**src/rtl/tick_gen.sv**
```systemverilog
// tick_gen: programmable periodic tick generator.
// A run-level-controlled FSM (IDLE -> LOAD -> RUN -> DONE) latches a period
// and a tick limit, then emits one-clk tick pulses every period clk cycles
// until the limit is reached (limit 0 = free-run).
// Optional feature macro: TICK_GEN_HOLD_EN enables the hold (pause) input.
module tick_gen #(
    parameter int CNT_W      = 16,
    parameter int PERIOD_DEF = 22
) (
    input  logic             clk,
    input  logic             clear,
    input  logic             run,
    input  logic [CNT_W-1:0] period,
    input  logic [CNT_W-1:0] limit,
    input  logic             hold,
    output logic             tick,
    output logic [CNT_W-1:0] tick_count,
    output logic             reached,
    output logic             busy
);

    typedef enum logic [1:0] {
        IDLE = 2'd0,
        LOAD = 2'd1,
        RUN  = 2'd2,
        DONE = 2'd3
    } state_e;

    state_e           state_q,    state_d;
    logic [CNT_W-1:0] period_l_q, period_l_d;
    logic [CNT_W-1:0] limit_l_q,  limit_l_d;
    logic [CNT_W-1:0] presc_q,    presc_d;
    logic [CNT_W-1:0] count_q,    count_d;
    logic             tick_q,     tick_d;
    logic             reached_q,  reached_d;

    logic [CNT_W-1:0] count_inc;
    logic             period_hit;
    logic             hold_eff;

`ifdef TICK_GEN_HOLD_EN
    // Pause request is live: freezes the prescaler and tick counter in RUN.
    assign hold_eff = hold;
`else
    // Port kept so both builds share one interface; pause is disabled.
    assign hold_eff = hold & 1'b0;
`endif

    // Terminal prescaler value and the tick count after the pending tick.
    assign period_hit = (presc_q == (period_l_q - 1'b1));
    assign count_inc  = count_q + 1'b1;

    // Next-state and datapath update; run=0 overrides everything else.
    always_comb begin
        // NOTE: every signal written here gets a default first, so no path
        // leaves one unassigned and no latch is inferred.
        state_d    = state_q;
        period_l_d = period_l_q;
        limit_l_d  = limit_l_q;
        presc_d    = presc_q;
        count_d    = count_q;
        tick_d     = 1'b0;
        reached_d  = reached_q;

        if (!run) begin
            // Abort: also wins over a coincident terminal tick.
            state_d   = IDLE;
            presc_d   = '0;
            count_d   = '0;
            reached_d = 1'b0;
        end else begin
            unique case (state_q)
                IDLE: begin
                    state_d = LOAD;
                end
                LOAD: begin
                    period_l_d = (period == '0) ? CNT_W'(PERIOD_DEF) : period;
                    limit_l_d  = limit;
                    presc_d    = '0;
                    count_d    = '0;
                    reached_d  = 1'b0;
                    state_d    = RUN;
                end
                RUN: begin
                    if (hold_eff) begin
                        // Paused: prescaler and count keep their values.
                        presc_d = presc_q;
                    end else if (period_hit) begin
                        tick_d  = 1'b1;
                        presc_d = '0;
                        count_d = count_inc;
                        if ((limit_l_q != '0) && (count_inc == limit_l_q)) begin
                            reached_d = 1'b1;
                            state_d   = DONE;
                        end
                    end else begin
                        presc_d = presc_q + 1'b1;
                    end
                end
                DONE: begin
                    // Frozen until run falls; a new cycle needs a fresh rise.
                    state_d = DONE;
                end
                default: begin
                    state_d = IDLE;
                end
            endcase
        end
    end

    // State and datapath registers with asynchronous clear.
    always_ff @(posedge clk or posedge clear) begin
        // NOTE: sequential state uses non-blocking assignments so every
        // register samples the pre-edge values of its peers.
        if (clear) begin
            state_q    <= IDLE;
            period_l_q <= '0;
            limit_l_q  <= '0;
            presc_q    <= '0;
            count_q    <= '0;
            tick_q     <= 1'b0;
            reached_q  <= 1'b0;
        end else begin
            state_q    <= state_d;
            period_l_q <= period_l_d;
            limit_l_q  <= limit_l_d;
            presc_q    <= presc_d;
            count_q    <= count_d;
            tick_q     <= tick_d;
            reached_q  <= reached_d;
        end
    end

    assign tick       = tick_q;
    assign tick_count = count_q;
    assign reached    = reached_q;
    assign busy       = (state_q == LOAD) || (state_q == RUN);

endmodule

```
**config.mk**
```make
export PLATFORM = sky130hd
export DESIGN_NAME = tick_gen
export DESIGN_NICKNAME = d
export VERILOG_FILES = /design/src/rtl/tick_gen.sv
export SDC_FILE = /design/constraint.sdc
export NUM_CORES = 1
export LEC_CHECK = 0
export ABC_AREA = 1
export BUFFER_PORTS_ARGS = -buffer_cell sky130_fd_sc_hd__buf_2
export CORE_UTILIZATION = 51
export CTS_CLUSTER_SIZE = 8
export DETAILED_ROUTE_END_ITERATION = 8
export PLACE_DENSITY_LB_ADDON = 0.3
export SETUP_SLACK_MARGIN = 0.1
export SLEW_MARGIN = 20
export SYNTH_ARGS = -nofsm -noshare
export SYNTH_HDL_FRONTEND = slang
export SYNTH_SLANG_ARGS = --single-unit
```
**constraint.sdc**
```tcl
create_clock -name clk -period 3.55 [get_ports clk]
set_input_delay 0.355 -clock clk [delete_from_list [all_inputs] [get_ports clk]]
set_output_delay 0.355 -clock clk [all_outputs]
set_load 0.01 [all_outputs]
```
-- Word level (Yosys, flattened, before mapping)
Index checks and enable logic that the tools add are counted.
- flip-flop bits (word level): 68
- bits of input ports: 36
- output and inout port bits: 19
- logic and storage cells: 45
- add/subtract/negate cells: 3
- equal/unequal tests: 8
- mux-type cells: 18
- reduce and logical (&&, ||, !) cells: 9
- operator list (kind ; number):
    $mux W16 ; 5
    $pmux W16 S2 ; 2
    $add A16 B1 Y16 const B ; 2
    $eq A16 B16 Y1 ; 2
    $logic_not A16 Y1 ; 1
    $reduce_bool A16 Y1 ; 1
    $sub A16 B1 Y16 const B ; 1
    $pmux W2 S4 ; 1
    $mux W1 ; 6
    $mux W2 ; 3
    $ne A3 B3 Y1 const B ; 2
    $reduce_and A2 Y1 ; 3
    $eq A2 B2 Y1 const B ; 2
    $ne A3 B1 Y1 const B ; 1
    $reduce_and A3 Y1 ; 1
    $eq A2 B1 Y1 const B ; 1
    $logic_not A2 Y1 ; 1
    $pmux W1 S2 ; 1
    $logic_and A1 B1 Y1 ; 1
    $logic_or A1 B1 Y1 ; 1

-- Depth between registers and ports, before layout
- word-level depth: 7
- mapped depth: 16

-- Least setup slack after synthesis
OpenSTA, ideal clock, no wires.
- kind: reg2reg
- from: register period_l_q[0]
- to: register presc_q[6]
- library setup time: 0.120 ns
- arrival time: 1.890 ns
- data required time: 3.430 ns
- setup slack: 1.540 ns
- stages on the path, launching flop included: 16
- cell sequence: dfrtp_1 inv_1 ha_1 nand2_2 nor2_2 nand2_1 nand2_1 nand2_1 nor2_1 nand2_1 nor2_2 nand3_4 nand2_4 nand2_4 buf_6 and3b_1
- longest elaborated chain between the ends: 5
- RTL lines (item ; RTL line ; RTL):
    start: declaration ; 30 ; logic [CNT_W-1:0] period_l_q, period_l_d;
    start signal: assignment ; 125 ; period_l_q <= period_l_d;
    $sub A16 B1 Y16 ; 50 ; assign period_hit = (presc_q == (period_l_q - 1'b1));
    $eq A16 B16 Y1 ; 50 ;
    $mux W16 ; 88 ; end else if (period_hit) begin
    $pmux W16 S2 ; 72 ; unique case (state_q)
    $mux W16 ; 65 ; if (!run) begin
    end signal: assignment ; 127 ; presc_q <= presc_d;
    end: declaration ; 32 ; logic [CNT_W-1:0] presc_q, presc_d;
No other way between the ends.
A chain may end at the register's enable or synchronous reset.

-- Final worst setup path
- from: register period_l_q[1]
- to: register presc_q[8]
The elaborated chain is that of the path after synthesis.

==> results.md <==
- Peak supply drop: 308.2 uV
- Slew HR: 57.67%
- Commonest non-fill, non-tap cell in the layout: nand2_1
- Critical path origin: period_l_q[1]
- Reg-to-Reg End: presc_q[8]
- Post-synthesis mux area share: 0%
- ANT nets after route: 0
- Synth cell types: 37
- Post-DR vias/cell: 5.268
- CTS tree: done
- Yosys Warn Count: 0
- EDFF count, synth: 0
- Final Skew: 0.01123 ns
- Mapped cell area: 4319 um2
- Setup crit end: presc_q[8]
- Crit Path Max Fanout: 31
- Slew @ Worst Pin: 0.6334 ns
- Number of CTS-inserted buffers: 9
- CTS Hold Bufs: 0
- Row count: 33
- Global-route wire length before repair: 17660 um
- Met3 usage: 6.149%
- Delay-heaviest family, CP: simple AND/OR/NAND/NOR gates
- Crit path capture type: flop
- Slew Limit Fails: 0
- Cells after Synth: 629
- Starting DRC count in detailed routing: 236
- Status: finished clean
- Synth Register Bits: 68
- Final wirelength: 10360 um
- Final Util: 59.13%
- Synthesized-area fraction occupied by xor and xnor cells: 3.650%
- Maximum clock insertion buffer count: 2
- Largest net degree at the start of global routing: 44
- Final WS setup: 1.054 ns
- Crit-path cells: inv_1, ha_1, nand2_2, nor2_2, nand2_1, xor2_1, nand2_1, nor2_2, nand3_4, nand2_4, nand2_4, and3b_1
- Pwr/cell area: 600.2 nW/um2
- Clock sink count: 68
- Critical path class: reg -> reg
- Vias: 4172
- Critical R2R Launch: period_l_q[1]
- Critical path launch point type: flop
- Compound-Gate Fraction of Synth Area: 7.590%
- Post-Synth Simple-Gate Area: 39.75%
- MaxCap Viol Count: 0
- Pre-CTS setup slack: 1.085 ns
- Initial antenna violation count: 0
- Hold Vio Cnt, Final: 0
- # DRC: 0
- GR Util All Layers: 25.86%
- Initial Utilization: 52.57%
- Adder-Cell Fraction of Synth Area: 1.738%
- Mean Syn Cell Area: 6.867 um2
- Die Width: 94.03 um
- Path category of the worst min-delay check: in -> async
- Share of the yosys chip area belonging to registers: 39.40%
- Layout cell share with drive strength beyond 1: 14.12%
- Die Ht: 94.03 um
- Post-CTS Setup Bufs: 0
- Core ar.: 8217 um2
- Final #Nets: 724
- Syn nets: 671
- Top_reg_cell synth: dfrtp_1
- Die area: 8841 um2
- Worst-Skew Late Latency: 0.35 ns
- H-tree depth: 3
- WP buf/inv: 1
- Crit share post-route: 70.31%
- Async SR Flop Fraction: 100.0%
- # diodes: 0
- Busiest grt layer: met2
- Post-CTS sizing: 0
- Pre-antenna DRT Iters: 5
- Final setup viols: 0
- Total leakage power: 2.428 nW
- Global placer's final weighted congestion: 0.9400
- WP depth: 12
- Required time worst endpoint: 3.79 ns
- IO Count: 55
- Setup_tns: 0 ns
- I/O Buffers: 53
- Critical path's largest stage delay: 0.36 ns
- Vias in the first global route: 3908
- Fmax: 0.4006 GHz
- DR WL/cell: 13.09 um
- Root Driver: clkbuf_8
- CTS clk-pin slew, worst paths: 0.08 ns
- GR Util met1: 35.02%
- FF-to-FF setup slack: 1.05 ns
- GR Util met2: 40.33%
- Main combinational cell family by area after synthesis: simple AND/OR/NAND/NOR gates
- RSZ-0062 raised after global routing: false
- Worst reg-to-reg path cell count: 12
- Crit path DAT: 2.73 ns
- Tmin final: 2.496 ns
- Dpl hpwl: 7828 um
- Grt total ovfl: 0
- Area growth from synthesis to layout: 12.49%
- Slowest CP cell: dfrtp_1
- Commonest cells after routing, fill and taps aside: nand2_1 (235), dfrtp_1 (68), inv_1 (67)
-- logic make-up after synthesis --
kind of cell               after synthesis
buffers and inverters                   83
and+or+nand+nor                        396
adders and majority gates                6
DFF                                     68
xor gates and xnor gates                18
AOI/OAI and AO/OA                       58
-- through the flow --
step / area [um2] / power (mW) / cells / hold slack [ns]
4_1_cts: 4858 / 2.923 / 792 / 0.05145
3_5_place_dp: 4657 / 2.260 / 776 / 0.4450
3_3_place_gp: 4657 / 2.219 / 776 / 0.4180
5_1_grt: 4858 / 3.148 / 792 / 0.08358
6_report: 4858 / 2.916 / 792 / 0.03695
2_1_floorplan: 4319 / 2.008 / 629 / 0.4646
-- sequential cells by signal, indices dropped and copies added, names as in the netlist --
| register | cells |
|---|---|
| state_q | 2 |
| tick | 1 |
| tick_count | 16 |
| period_l_q | 16 |
| presc_q | 16 |
| limit_l_q | 16 |
| reached | 1 |
-- final cells by class --
class | count | area, um2
Clock buffer | 10 | 137.6
Inverter | 69 | 259.0
Tap cell | 105 | 131.4
Clock inverter | 6 | 63.81
Multi-Input combinational cell | 478 | 2277
Sequential cell | 68 | 1702
Timing Repair Buffer | 56 | 287.8
Fill cell | 798 | 3358
-- synth_stat cells, types with 2 or more instances --
cell | number | area (um2)
a21oi_1 | 5 | 25.02
a22oi_1 | 6 | 45.04
and3_1 | 4 | 25.02
and3b_1 | 2 | 17.52
buf_6 | 3 | 33.78
clkbuf_1 | 8 | 30.03
dfrtp_1 | 68 | 1702
ha_1 | 6 | 75.07
inv_1 | 68 | 255.2
nand2_1 | 235 | 882.1
nand2_2 | 4 | 25.02
nand2_4 | 2 | 22.52
nand3_1 | 42 | 210.2
nand3b_1 | 5 | 37.54
nand4_1 | 11 | 68.82
nor2_1 | 66 | 247.7
nor2_2 | 9 | 56.30
nor2_4 | 2 | 22.52
nor3_1 | 4 | 20.02
nor4_1 | 4 | 25.02
o21ai_0 | 26 | 130.1
o21ai_1 | 11 | 55.05
o21bai_1 | 4 | 30.03
o22ai_1 | 3 | 18.77
o31ai_1 | 2 | 15.01
or2_2 | 2 | 12.51
xnor2_1 | 3 | 26.28
xor2_1 | 15 | 131.4
-- per-layer routing --
metal	routed length, um	part of all wire, %
met1	5063	49
met2	4552	44
met3	564	5.4
met4	183	1.8
met5	0	0
-- worst min-delay path by stage --
stage / from / to / slack [ns] / cells past startpoint
after floorplan: limit[14] / limit_l_q[14] / 0.46 / 2
after global placement: clear / tick / 0.42 / 2
after detailed placement: clear / limit_l_q[1] / 0.44 / 2
after CTS: clear / limit_l_q[12] / 0.05 / 2
after global routing: clear / tick_count[1] / 0.08 / 2
final: clear / limit_l_q[2] / 0.04 / 2
-- where the power goes --
group,leakage [nW],switching (mW),total (mW),internal [mW]
Clock,0.0983,0.313,0.655,0.342
Combinational,1.44,0.695,1.08,0.384
Sequential,0.890,0.215,1.18,0.967
Total,2.43,1.22,2.92,1.69
Power figures use the tool's default switching activity.
